`src/rtl/hh_pkg.sv`:
```
// hh_pkg: shared state encoding and default timing for the backscatter scheduler.
package hh_pkg;
  typedef enum logic [1:0] {IDLE, GUARD, SEND, DRAIN} state_e;
  localparam int GUARD_CYCLES_DEF  = 448;
  localparam int BIT_CYCLES_DEF    = 50;
  localparam int WINDOW_CYCLES_DEF = 6000;
  localparam int WORD_W            = 16;
endpackage

```
`src/rtl/tag_shift_reg.sv`:
```
// tag_shift_reg: tag word holding register, remaining-bit count and word handshake.
module tag_shift_reg
  import hh_pkg::*;
(
  input  logic              clk,
  input  logic              rst_n,
  input  logic              clr_i,
  input  logic              en_i,
  input  logic              pop_i,
  input  logic [WORD_W-1:0] word_i,
  input  logic              valid_i,
  output logic              ready_o,
  output logic              bit_o,
  output logic              starve_o
);
  logic [WORD_W-1:0] sr_q, sr_d;
  logic [4:0]        rem_q, rem_d;
  logic              xfer;
  assign ready_o  = en_i && rem_q == 5'd0;
  assign xfer     = valid_i && ready_o;
  assign starve_o = rem_q == 5'd0 && !xfer;
  // a word arriving on the popping edge supplies the bit directly, so there is no gap
  assign bit_o    = xfer ? word_i[WORD_W-1] : sr_q[WORD_W-1];
  always_comb begin
    sr_d  = sr_q;
    rem_d = rem_q;
    if (clr_i) begin
      sr_d  = '0;
      rem_d = '0;
    end else if (pop_i && xfer) begin
      sr_d  = {word_i[WORD_W-2:0], 1'b0};
      rem_d = 5'd15;
    end else if (pop_i && rem_q != 5'd0) begin
      sr_d  = {sr_q[WORD_W-2:0], 1'b0};
      rem_d = rem_q - 5'd1;
    end else if (xfer) begin
      sr_d  = word_i;
      rem_d = 5'd16;
    end
  end
  always_ff @(posedge clk or negedge rst_n)
    if (!rst_n) begin
      sr_q  <= '0;
      rem_q <= '0;
    end else begin
      sr_q  <= sr_d;
      rem_q <= rem_d;
    end
endmodule

```
`src/rtl/backscatter_scheduler.sv`:
```
// backscatter_scheduler: times tag bits inside an excitation packet window.
// BACKSCATTER_PAD_EN: pad with zero bits on underrun instead of draining.
module backscatter_scheduler
  import hh_pkg::*;
#(
  parameter int GUARD_CYCLES  = GUARD_CYCLES_DEF,
  parameter int BIT_CYCLES    = BIT_CYCLES_DEF,
  parameter int WINDOW_CYCLES = WINDOW_CYCLES_DEF
)(
  input  logic        clock,
  input  logic        reset,
  input  logic        trigger_signal,
  input  logic [15:0] word_in,
  input  logic        word_valid,
  output logic        word_ready,
  output logic        output_signal,
  output logic        busy,
  output logic        underrun,
  output logic [15:0] pkt_count,
  output logic [15:0] bits_sent
);
`ifdef BACKSCATTER_PAD_EN
  localparam bit PAD_EN = 1'b1;
`else
  localparam bit PAD_EN = 1'b0;
`endif
  state_e      state_q, state_d;
  logic [1:0]  sync_q, live_q;
  logic        trig_prev_q, armed_q, armed_d, out_q, out_d, und_q, und_d;
  logic [15:0] elapsed_q, elapsed_d, bit_cnt_q, bit_cnt_d, pkt_q, pkt_d, bits_q, bits_d;
  logic        trig_s, rise, fall, guard_done, boundary, win_end, pop, pop_bit, starve, starve_ev;
  assign trig_s = sync_q[1];
  // a rise only counts once a genuine low has been seen after reset release
  assign armed_d    = armed_q || (live_q[1] && !trig_s);
  assign rise       = armed_q && trig_s && !trig_prev_q;
  assign fall       = trig_prev_q && !trig_s;
  assign guard_done = state_q == GUARD && elapsed_q == 16'(GUARD_CYCLES - 1);
  assign boundary   = state_q == SEND && bit_cnt_q == 16'(BIT_CYCLES - 1);
  assign win_end    = state_q == SEND && elapsed_q == 16'(WINDOW_CYCLES - 1);
  assign pop        = !fall && (guard_done || (boundary && !win_end));
  assign starve_ev  = pop && starve;
  always_comb begin
    state_d = state_q;
    if (fall) state_d = IDLE;
    else if (state_q == IDLE && rise) state_d = GUARD;
    else if (guard_done || win_end || (state_q == SEND && boundary))
      state_d = (win_end || (starve_ev && !PAD_EN)) ? DRAIN : SEND;
    elapsed_d = rise ? 16'd0 : (state_q != IDLE && elapsed_q != 16'hFFFF) ? elapsed_q + 16'd1 : elapsed_q;
    bit_cnt_d = pop ? 16'd0 : (state_q == SEND) ? bit_cnt_q + 16'd1 : bit_cnt_q;
    pkt_d     = pkt_q + 16'(state_q == GUARD && state_d == SEND);
    bits_d    = rise ? 16'd0 : bits_q + 16'(pop && state_q == SEND);
    und_d     = und_q || starve_ev;
    out_d     = (state_d == SEND) ? (pop ? pop_bit : out_q) : 1'b0;
  end
  always_ff @(posedge clock or negedge reset)
    if (!reset) begin
      state_q     <= IDLE;
      sync_q      <= '0;
      live_q      <= '0;
      trig_prev_q <= 1'b0;
      armed_q     <= 1'b0;
      elapsed_q   <= '0;
      bit_cnt_q   <= '0;
      pkt_q       <= '0;
      bits_q      <= '0;
      und_q       <= 1'b0;
      out_q       <= 1'b0;
    end else begin
      state_q     <= state_d;
      sync_q      <= {sync_q[0], trigger_signal};
      live_q      <= {live_q[0], 1'b1};
      trig_prev_q <= trig_s;
      armed_q     <= armed_d;
      elapsed_q   <= elapsed_d;
      bit_cnt_q   <= bit_cnt_d;
      pkt_q       <= pkt_d;
      bits_q      <= bits_d;
      und_q       <= und_d;
      out_q       <= out_d;
    end
  tag_shift_reg u_tsr (
    .clk     (clock),
    .rst_n   (reset),
    .clr_i   (fall),
    .en_i    (state_q == GUARD || state_q == SEND),
    .pop_i   (pop),
    .word_i  (word_in),
    .valid_i (word_valid),
    .ready_o (word_ready),
    .bit_o   (pop_bit),
    .starve_o(starve)
  );
  assign output_signal = out_q;
  assign busy          = state_q != IDLE;
  assign underrun      = und_q;
  assign pkt_count     = pkt_q;
  assign bits_sent     = bits_q;
endmodule

```
`config.mk`:
```
export PLATFORM = sky130hd
export DESIGN_NAME = backscatter_scheduler
export DESIGN_NICKNAME = d
export VERILOG_FILES = /design/src/rtl/hh_pkg.sv /design/src/rtl/tag_shift_reg.sv /design/src/rtl/backscatter_scheduler.sv
export SDC_FILE = /design/constraint.sdc
export NUM_CORES = 1
export LEC_CHECK = 0
export CORE_MARGIN = 2
export CORE_UTILIZATION = 34
export DETAILED_ROUTE_END_ITERATION = 12
export MAX_ROUTING_LAYER = met4
export PLACE_DENSITY_LB_ADDON = 0.25
export SYNTH_ARGS = -nofsm -noshare
export SYNTH_HDL_FRONTEND = slang
export SYNTH_SLANG_ARGS = --single-unit
```
`constraint.sdc`:
```
create_clock -name clock -period 4.65 [get_ports clock]
set_input_delay 0.6975 -clock clock [delete_from_list [all_inputs] [get_ports clock]]
set_output_delay 0.6975 -clock clock [all_outputs]
set_load 0.02 [all_outputs]
```
==> results.yml, run 1 <==
sta:
  fin_skew_ns: 0.0104
  hold_viol: 0
  finalSetupTns_ns: 0
  drv_slew: 0
  setup_viol: 0
  rsz0062_at_grt: "false"
  fmax_mhz: 276
  fin_crit_sh_pct: 77.9
  fin_hold_ws_ns: 0.346
  worstMarginPinSlew_ns: 1.06
  fin_crit_ns: 3.62
  relSlewSlack_pct: 29.4
critical_path:
  cp-end-kind: "flip-flop"
  path_class: "reg -> reg"
  critPathLaunchType: "flip-flop"
  max_stage_delay_ns: 0.52
  path_max_fanout: 19
  slowest_stage: "or4b_4"
  cp.arrival_ns: 3.85
  crit_chain: "inv_1 -> ha_1 -> or4b_4 -> nor4_4 -> o21ai_2 -> a21oi_2 -> buf_4 -> and2_1 -> ha_1 -> ha_1 -> and3_1 -> and3_1 -> nand2_1 -> xor2_1 -> nor2_1"
  critical_path_required_ns: 4.87
  crit_top_cell: "ha_1"
global_routing:
  track_usage_pct: 14.7
  grt-ovfl-total: 0
  grt_max_degree: 58
  antenna_found_initial: 0
  grt_pass1_vias: 3771
  grt_pass1_wl_um: 18400
finish:
  finalNetCount: 600
  num_antenna_cells: 0
  area_growth_pct: 20.4
  final_layout_size_suffix_gt1_share_pct: 4.90
  fin_cells: 752
  post-route-util_pct: 42.4
  design_area_um2: 5930
cts:
  cts_inserted_buffers: 9
  cts.sinks: 95
  cts_buffer_depth: 2
  cts_setup_buffers: 0
  cts-htree-levels: 3
  cts_tree: "built"
  clk_latency_ns: 0.36
  ctsResizeCount: 0
  cts_root_buf: "clkbuf_16"
  clk_pin_slew_ns: 0.07
  holdBufCountCts: 0
pwr:
  leakage_uw: 0.00271
  power_density_nw_per_um2: 312
  ir_drop_v: 0.000225
logic_synthesis:
  synth_compound_area_share_pct: 10.9
  synth_top_family_by_area: "simple AND/OR/NAND/NOR gates"
  yosys.area_share.adder_pct: 3.30
  avgSynthCellArea_um2: 9.45
  yosysUniqueCellTypes: 53
  synth_nets: 554
  netlist_area_um2: 4920
  yosys.area.top_type: "dfrtp_1"
  synth_ff_type: "dfrtp_1"
  synth_warnings: 0
  synthCells: 521
  synth.area.top_cells: "dfrtp_1 48%, xor2_1 5.5%, nand3_1 5.5%"
  synth_top_area_share_pct: 48.3
  async_flop_share_pct: 100
  ys_seq_area_share_pct: 48.3
  synth_xor_area_share_pct: 10.1
  ys_ff_latch: 95
  synthMuxAreaShare_pct: 0.407
  synth_edf_count: 0
  yosys.area_share.simple_pct: 24.0
route:
  ant_nets: 0
  first_pass_iters: 5
  wl_per_cell_um: 14.4
  drt-initial-drc-count: 323
  wl_um: 10900
  vias: 3870
  post-route-drc-count: 0
  routed_via_density: 5.15
flow_run:
  maxCapViolCount: 0
placement:
  placed_area_um2: 5620
  dp.cells: 736
  io_buffers: 55
  dpl.hpwl_um: 7160
  place_congestion: 0.774
floorplanning:
  dieArea_um2: 15500
  initial_core_util_pct: 35.2
  io_pins: 56
  die_h_um: 124
  num_rows: 43
  die_x_um: 124
  coreArea_um2: 14000
run_status:
  status: "completed"
min_path:
  min_path_type: "reg -> reg"
==> report_power, final <==
group | internal [uW] | total, uW | switching [uW]
Sequential | 863 | 887 | 23.3
Combinational | 73.9 | 193 | 119
Clock | 437 | 769 | 332
Total | 1370 | 1850 | 474
==> flip-flops by register name (all words and copies together) (netlist names) <==
register,cells
bit_cnt_q,16
bits_sent,16
elapsed_q,16
pkt_count,16
u_tsr.sr_q,16
u_tsr.rem_q,5
live_q,2
state_q,2
sync_q,2
armed_q,1
output_signal,1
trig_prev_q,1
underrun,1
==> kinds of logic (layout without fill, tap and decap cells) <==
family,count (synthesis),count (layout)
xor+xnor,57,57
other cells,1,1
fa+ha+maj,13,13
mux,2,2
buf+inv,33,84
simple gates,240,240
flops,95,95
compound gates,80,80
==> cell usage after synthesis, types with 2 or more instances <==
master / instances
nand4_1: 7
nand2_1: 61
nor4bb_1: 2
o21ai_0: 24
inv_1: 9
a31oi_1: 14
and3_1: 22
nor2_1: 60
or3_1: 2
buf_2: 7
nand3_1: 54
xor2_1: 31
nor2b_1: 3
o211ai_1: 15
a22o_1: 2
mux2i_1: 2
xnor2_1: 26
a21o_1: 2
nor3_1: 3
and4_1: 4
clkbuf_1: 13
dfrtp_1: 95
or4_1: 2
a21oi_1: 7
ha_1: 13
o211a_1: 3
o31ai_1: 2
buf_1: 2
nand2b_1: 5
and2_1: 6
==> layout by cell type, fill, tap and decap left out, types with 6 or more instances in the layout <==
master            n
dfrtp_1          95
nand2_1          61
nor2_1           59
nand3_1          54
clkdlybuf4s50_1  54
xor2_1           31
xnor2_1          26
o21ai_0          24
and3_1           22
o211ai_1         15
a31oi_1          14
ha_1             13
inv_1             9
clkbuf_16         9
nand4_1           7
a21oi_1           7
and2_1            6
==> worst max-delay path, delay by kind of cell (launching register included) <==
kind | cells | cell delay (ns)
compound gates | 2 | 0.29
fa+ha+maj | 3 | 0.69
buf+inv | 2 | 0.33
flops | 1 | 0.40
xor+xnor | 1 | 0.14
simple gates | 7 | 1.65
==> layout make-up <==
cell class / instances / area (um^2)
timing repair buffer: 59 / 578
inverter: 9 / 33.8
multi-input combinational: 393 / 2410
sequential: 95 / 2380
tap: 180 / 225
clock buffer: 11 / 243
clock inverter: 5 / 63.8
fill: 1384 / 8060
==> metrics by stage <==
step / power [uW] / setup slack (ns)
finish: 1850 / 1.03
global route: 1940 / 0.704
CTS: 1870 / 1.00
detailed placement: 1090 / 1.04
global placement: 1090 / 1.15
floorplan: 1020 / 1.34
==> per-layer routing <==
layer	wire length, um	share of wire, %	global-route usage [%]
met2	5010	46	23.2
met3	433	4.0	3.82
met1	5270	49	18.8
met4	133	1.2	4.56
met5	0	0	-
==> final timing paths <==
| path | start | endpoint | slack, ns | cells past startpoint |
|---|---|---|---|---|
| worst min-delay path | live_q[0]$_DFF_PN0_ | live_q[1]$_DFF_PN0_ | 0.35 | 0 |
| max in group asynchronous | reset | bit_cnt_q[8]$_DFFE_PN0P_ | 3.26 | 2 |
| worst min register to register | live_q[0]$_DFF_PN0_ | live_q[1]$_DFF_PN0_ | 0.35 | 0 |
| min in group asynchronous | reset | bits_sent[11]$_DFF_PN0_ | 0.40 | 1 |
| worst max register to register | state_q[0]$_DFF_PN0_ | bits_sent[12]$_DFF_PN0_ | 1.03 | 15 |
| worst max-delay path | state_q[0]$_DFF_PN0_ | bits_sent[12]$_DFF_PN0_ | 1.03 | 15 |
No activity file was read; power rests on OpenSTA's default activity.
==> run 2: changes to the inputs <==
clock period = 3.1 ns   (was 4.65 ns; I/O delays follow)
==> run 2 against run 1 <==
Net effect: register-to-register slack got worse by 0.95 ns; critical path depth fell by 1; global-route usage grew 0.13 points; worst setup slack got worse by 0.95 ns; clock skew fell by 0.0027 ns; first-iteration DRC count fell by 15%.
==> results.yml, run 2 (same netlist as run 1, synthesis figures left out) <==
min_path:
  min_path_type: "in -> async"
route:
  routed_via_density: 5.15
  met2_length_um: 5110
  drt-initial-drc-count: 273
  met3_wirelength_um: 347
  dr.max_layer_used: "met4"
  first_pass_iters: 5
  ant_nets: 0
  vias: 3947
  wl_um: 11000
  post-route-drc-count: 0
  wl_per_cell_um: 14.4
  drt-met1-wl_um: 5420
sta:
  setup_viol: 0
  fin_crit_ns: 3.02
  hold_viol: 0
  rsz0062_at_grt: "true"
  relSlewSlack_pct: 50.0
  worstMarginPinSlew_ns: 0.750
  drv_slew: 0
  fin_crit_sh_pct: 97.5
  fmax_mhz: 331
  timing.final.ws_setup_ns: 0.0778
  fin_skew_ns: 0.00776
pwr:
  leakage_uw: 0.00276
  ir_drop_v: 0.000252
  power_density_nw_per_um2: 449
critical_path:
  critPathLaunchType: "flip-flop"
  critical_path_required_ns: 3.32
  cp_top_family: "simple AND/OR/NAND/NOR gates"
  cp-end-kind: "flip-flop"
  max_stage_delay_ns: 0.47
  path_class: "reg -> reg"
  worst-path-buf-inv: 1
  crit_chain: "inv_2 -> ha_1 -> or4b_4 -> nor4_4 -> o21ai_2 -> a21oi_4 -> and2_4 -> ha_2 -> ha_2 -> and3_4 -> and3_4 -> nand2_1 -> xor2_1 -> nor2_1"
  crit_start: "state_q[0]$_DFF_PN0_"
  reg2reg_from: "state_q[0]$_DFF_PN0_"
  cp.arrival_ns: 3.25
  slowest_stage: "or4b_4"
  path_max_fanout: 4
global_routing:
  grt_pass1_wl_um: 18700
  grt_max_degree: 59
  grt-ovfl-total: 0
  track_usage_pct: 14.9
  grt_pass1_vias: 3839
  antenna_found_initial: 0
cts:
  cts-htree-levels: 3
  cts_buffer_depth: 2
  clk_pin_slew_ns: 0.07
  clk_latency_ns: 0.34
  holdBufCountCts: 0
  cts_tree: "built"
  cts_root_buf: "clkbuf_16"
  cts_inserted_buffers: 9
  cts.sinks: 95
placement:
  io_buffers: 55
  placed_area_um2: 5720
  place_ws_ns: 0.104
  place_congestion: 0.814
  dpl.hpwl_um: 7480
floorplanning:
  coreArea_um2: 14000
  die_x_um: 124
  initial_core_util_pct: 35.2
  num_rows: 43
  dieArea_um2: 15500
  io_pins: 56
  die_h_um: 124
finish:
  area_growth_pct: 23.9
  design_area_um2: 6100
  final_common_cell: "dfrtp_1"
  num_antenna_cells: 0
  final_layout_size_suffix_gt1_share_pct: 10.1
  layout.cells.most_common_list: "95 x dfrtp_1, 61 x nand2_1, 56 x nor2_1, 54 x clkdlybuf4s50_1, 53 x nand3_1"
  fill_cells: 1392
  finalNetCount: 614
run_status:
  status: "completed"
flow_run:
  maxCapViolCount: 0
==> run 2: cell types whose count changed in the layout (fill, tap and decap cells not counted), moves of 3 or more <==
cell and change:
ha_1 -5, nor2_2 +3, and3_1 -4, buf_4 +13, and3_4 +4, nor2_1 -3, ha_2 +4
==> run 2: what timing repair did <==
item                       CTS  global route
gates resized for setup      0            18
setup endpoints to repair    0            11
buffers inserted             0             4
==> run 2: final cells by class <==
type,count,area (um^2),share of cell area (%)
multi-input combinational,393,2480,40.6
clock inverter,6,56.3,0.923
timing repair buffer,73,696,11.4
clock buffer,10,239,3.92
tap,180,225,3.69
inverter,9,33.8,0.554
sequential,95,2380,39.0
==> run 2: layer usage <==
metal / global-route usage (%) / vias to the layer above
li1: - / 1935
met1: 19.9 / 1932
met2: 22.9 / 70
met3: 2.62 / 10
met4: 5.16 / 0
met5: - / -
==> run 2: worst paths after layout <==
path / to / slack (ns) / cells after the start
min in group clock: live_q[1]$_DFF_PN0_ / 0.35 / 0
max in group asynchronous: u_tsr.sr_q[6]$_DFFE_PN0P_ / 2.25 / 2
max: bits_sent[14]$_DFF_PN0_ / 0.08 / 14
max reg2reg: bits_sent[14]$_DFF_PN0_ / 0.08 / 14
min reg2reg: live_q[1]$_DFF_PN0_ / 0.35 / 0
min: bits_sent[11]$_DFF_PN0_ / 0.18 / 1
==> run 2: stage by stage <==
stage	setup TNS, ns	instances	util [%]	power (uW)	hold WS (ns)
finish	0	766	43.6	2740	0.177
floorplan	0	521	-	1530	0.169
global placement	0	746	40.9	1640	0.333
CTS	0	762	43.0	2760	0.227
detailed placement	0	746	40.9	1650	0.337
global route	-0.421	766	43.6	2880	0.248
==> run 2: report_power, final <==
group | internal (uW) | total (uW) | leakage (uW) | switching (uW)
Combinational | 124 | 303 | 0.00134 | 179
Sequential | 1290 | 1330 | 0.00128 | 35.4
Clock | 587 | 1100 | 0.000144 | 518
Total | 2000 | 2740 | 0.00276 | 733
==> run 3: changes to the inputs <==
RECOVER_POWER = 50   (was not set)
clock period = 3.85 ns   (was 3.1 ns; I/O delays follow)
==> run 3 against run 2 <==
Net effect: the run now ends with max-capacitance violations, max-slew violations left; largest cell class unchanged; critical path type unchanged; count of clock-buffer cells in the layout did not move; via count down 1.2%; total power fell by 15%; combinational power down 22%; worst hold slack gained 0.17 ns.
==> results.yml, run 3 (same netlist as run 1, synthesis figures left out) <==
global_routing:
  grt_use_met1_pct: 20.9
  antenna_found_initial: 0
  grt.met2_usage_pct: 22.3
  met3_usage_pct: 2.36
  grt_pass1_wl_um: 18800
  grt-ovfl-total: 0
  grt_max_degree: 37
  grt_busiest_layer: "met2"
  track_usage_pct: 15.2
  grt_pass1_vias: 3828
sta:
  setup_viol: 0
  worstMarginPinSlew_ns: 1.68
  finalSetupTns_ns: 0
  fin_skew_ns: 0.00776
  fin_crit_ns: 3.46
  fmax_mhz: 289
  rsz0062_at_grt: "false"
  hold_viol: 0
  drv_slew: 64
  fin_crit_sh_pct: 89.9
  timing.final.ws_setup_ns: 0.387
  relSlewSlack_pct: -11.8
pwr:
  ir_drop_v: 0.000232
  leakage_uw: 0.00274
  power_density_nw_per_um2: 388
  power.total_uw: 2320
floorplanning:
  initial_core_util_pct: 35.2
  die_x_um: 124
  die_h_um: 124
  dieArea_um2: 15500
  num_rows: 43
  io_pins: 56
  coreArea_um2: 14000
placement:
  io_buffers: 55
  place_ws_ns: 0.407
  place_congestion: 0.787
  dpl.hpwl_um: 7350
cts:
  cts.sinks: 95
  ctsResizeCount: 0
  cts_tree: "built"
  cts_setup_buffers: 0
  cts-htree-levels: 3
  clk_pin_slew_ns: 0.07
  holdBufCountCts: 0
  clk_latency_ns: 0.35
  cts_root_buf: "clkbuf_16"
  cts_buffer_depth: 2
  cts_inserted_buffers: 9
finish:
  final_layout_size_suffix_gt1_share_pct: 5.21
  fill_cells: 1379
  area_growth_pct: 21.4
  layout.cells.most_common_list: "95 x dfrtp_1, 61 x nand2_1, 59 x nor2_1, 54 x nand3_1, 53 x clkdlybuf4s50_1"
  final_common_cell: "dfrtp_1"
  finalNetCount: 604
  num_antenna_cells: 0
run_status:
  violations: "max-capacitance violations, max-slew violations"
  status: "finished, violations left"
route:
  first_pass_iters: 4
  routed_via_density: 5.16
  wl_um: 10800
  vias: 3899
  wl_per_cell_um: 14.3
  ant_nets: 0
  post-route-drc-count: 0
  drt-initial-drc-count: 299
critical_path:
  crit_top_cell: "ha_1"
  cp-end-kind: "flip-flop"
  path_class: "reg -> reg"
  slowest_stage: "or4b_4"
  critical_path_required_ns: 4.09
  crit_chain: "inv_1 -> ha_1 -> or4b_4 -> nor4_4 -> nand2b_1 -> o22a_1 -> o31ai_1 -> and3_1 -> ha_1 -> ha_1 -> and3_1 -> nand4_1 -> xnor2_1"
  path_max_fanout: 9
  cp.arrival_ns: 3.70
  max_stage_delay_ns: 0.52
  critPathLaunchType: "flip-flop"
min_path:
  min_path_type: "reg -> reg"
flow_run:
  maxCapViolCount: 2
-- run 3: final cells by class --
class / instances / area, um^2 / area share, %
Tap cell: 180 / 225 / 3.77
Inverter: 9 / 33.8 / 0.565
Timing Repair Buffer: 63 / 598 / 10.0
Clock inverter: 6 / 109 / 1.82
Sequential cell: 95 / 2380 / 39.8
Multi-Input combinational cell: 393 / 2410 / 40.2
Clock buffer: 10 / 229 / 3.83
-- run 3: path summary, 6_finish.rpt --
path	startpoint	end	slack, ns	cells past startpoint
max	state_q[0]$_DFF_PN0_	pkt_count[14]$_DFF_PN0_	0.39	13
min	live_q[0]$_DFF_PN0_	live_q[1]$_DFF_PN0_	0.35	0
max reg2reg	state_q[0]$_DFF_PN0_	pkt_count[14]$_DFF_PN0_	0.39	13
min reg2reg	live_q[0]$_DFF_PN0_	live_q[1]$_DFF_PN0_	0.35	0
max in group asynchronous	reset	u_tsr.rem_q[4]$_DFFE_PN0P_	0.94	2
min in group asynchronous	reset	bits_sent[13]$_DFF_PN0_	0.64	1
-- run 3: power by group --
group	internal (uW)	total (uW)	switching (uW)
combinational	92.3	236	144
clock	634	1010	381
sequential	1040	1070	27.7
-- run 3: critical path, delay by kind of cell, from the launching register on --
| kind | cells | cell delay (ns) |
|---|---|---|
| flip-flops | 1 | 0.40 |
| adder cells (fa/ha/maj) | 3 | 0.82 |
| buffers and inverters | 1 | 0.09 |
| AND/OR/NAND/NOR | 6 | 1.63 |
| AO/OA/AOI/OAI | 2 | 0.29 |
| XOR/XNOR | 1 | 0.14 |
-- run 3: routing by layer --
| layer | vias to the layer above | routed length [um] |
|---|---|---|
| li1 | 1915 | - |
| met1 | 1903 | 5280 |
| met2 | 71 | 5040 |
| met3 | 10 | 336 |
| met4 | 0 | 165 |
| met5 | - | 0 |
-- run 3: metrics by stage --
stage | hold slack, ns | cells | instance area (um^2) | utilization [%]
after detailed placement | 0.337 | 740 | 5650 | 40.4
after global placement | 0.333 | 740 | 5650 | 40.4
after CTS | 0.156 | 756 | 5990 | 42.8
after floorplan | 0.282 | 521 | 4920 | -
final | 0.350 | 756 | 5980 | 42.7
after global routing | 0.352 | 756 | 5980 | 42.7
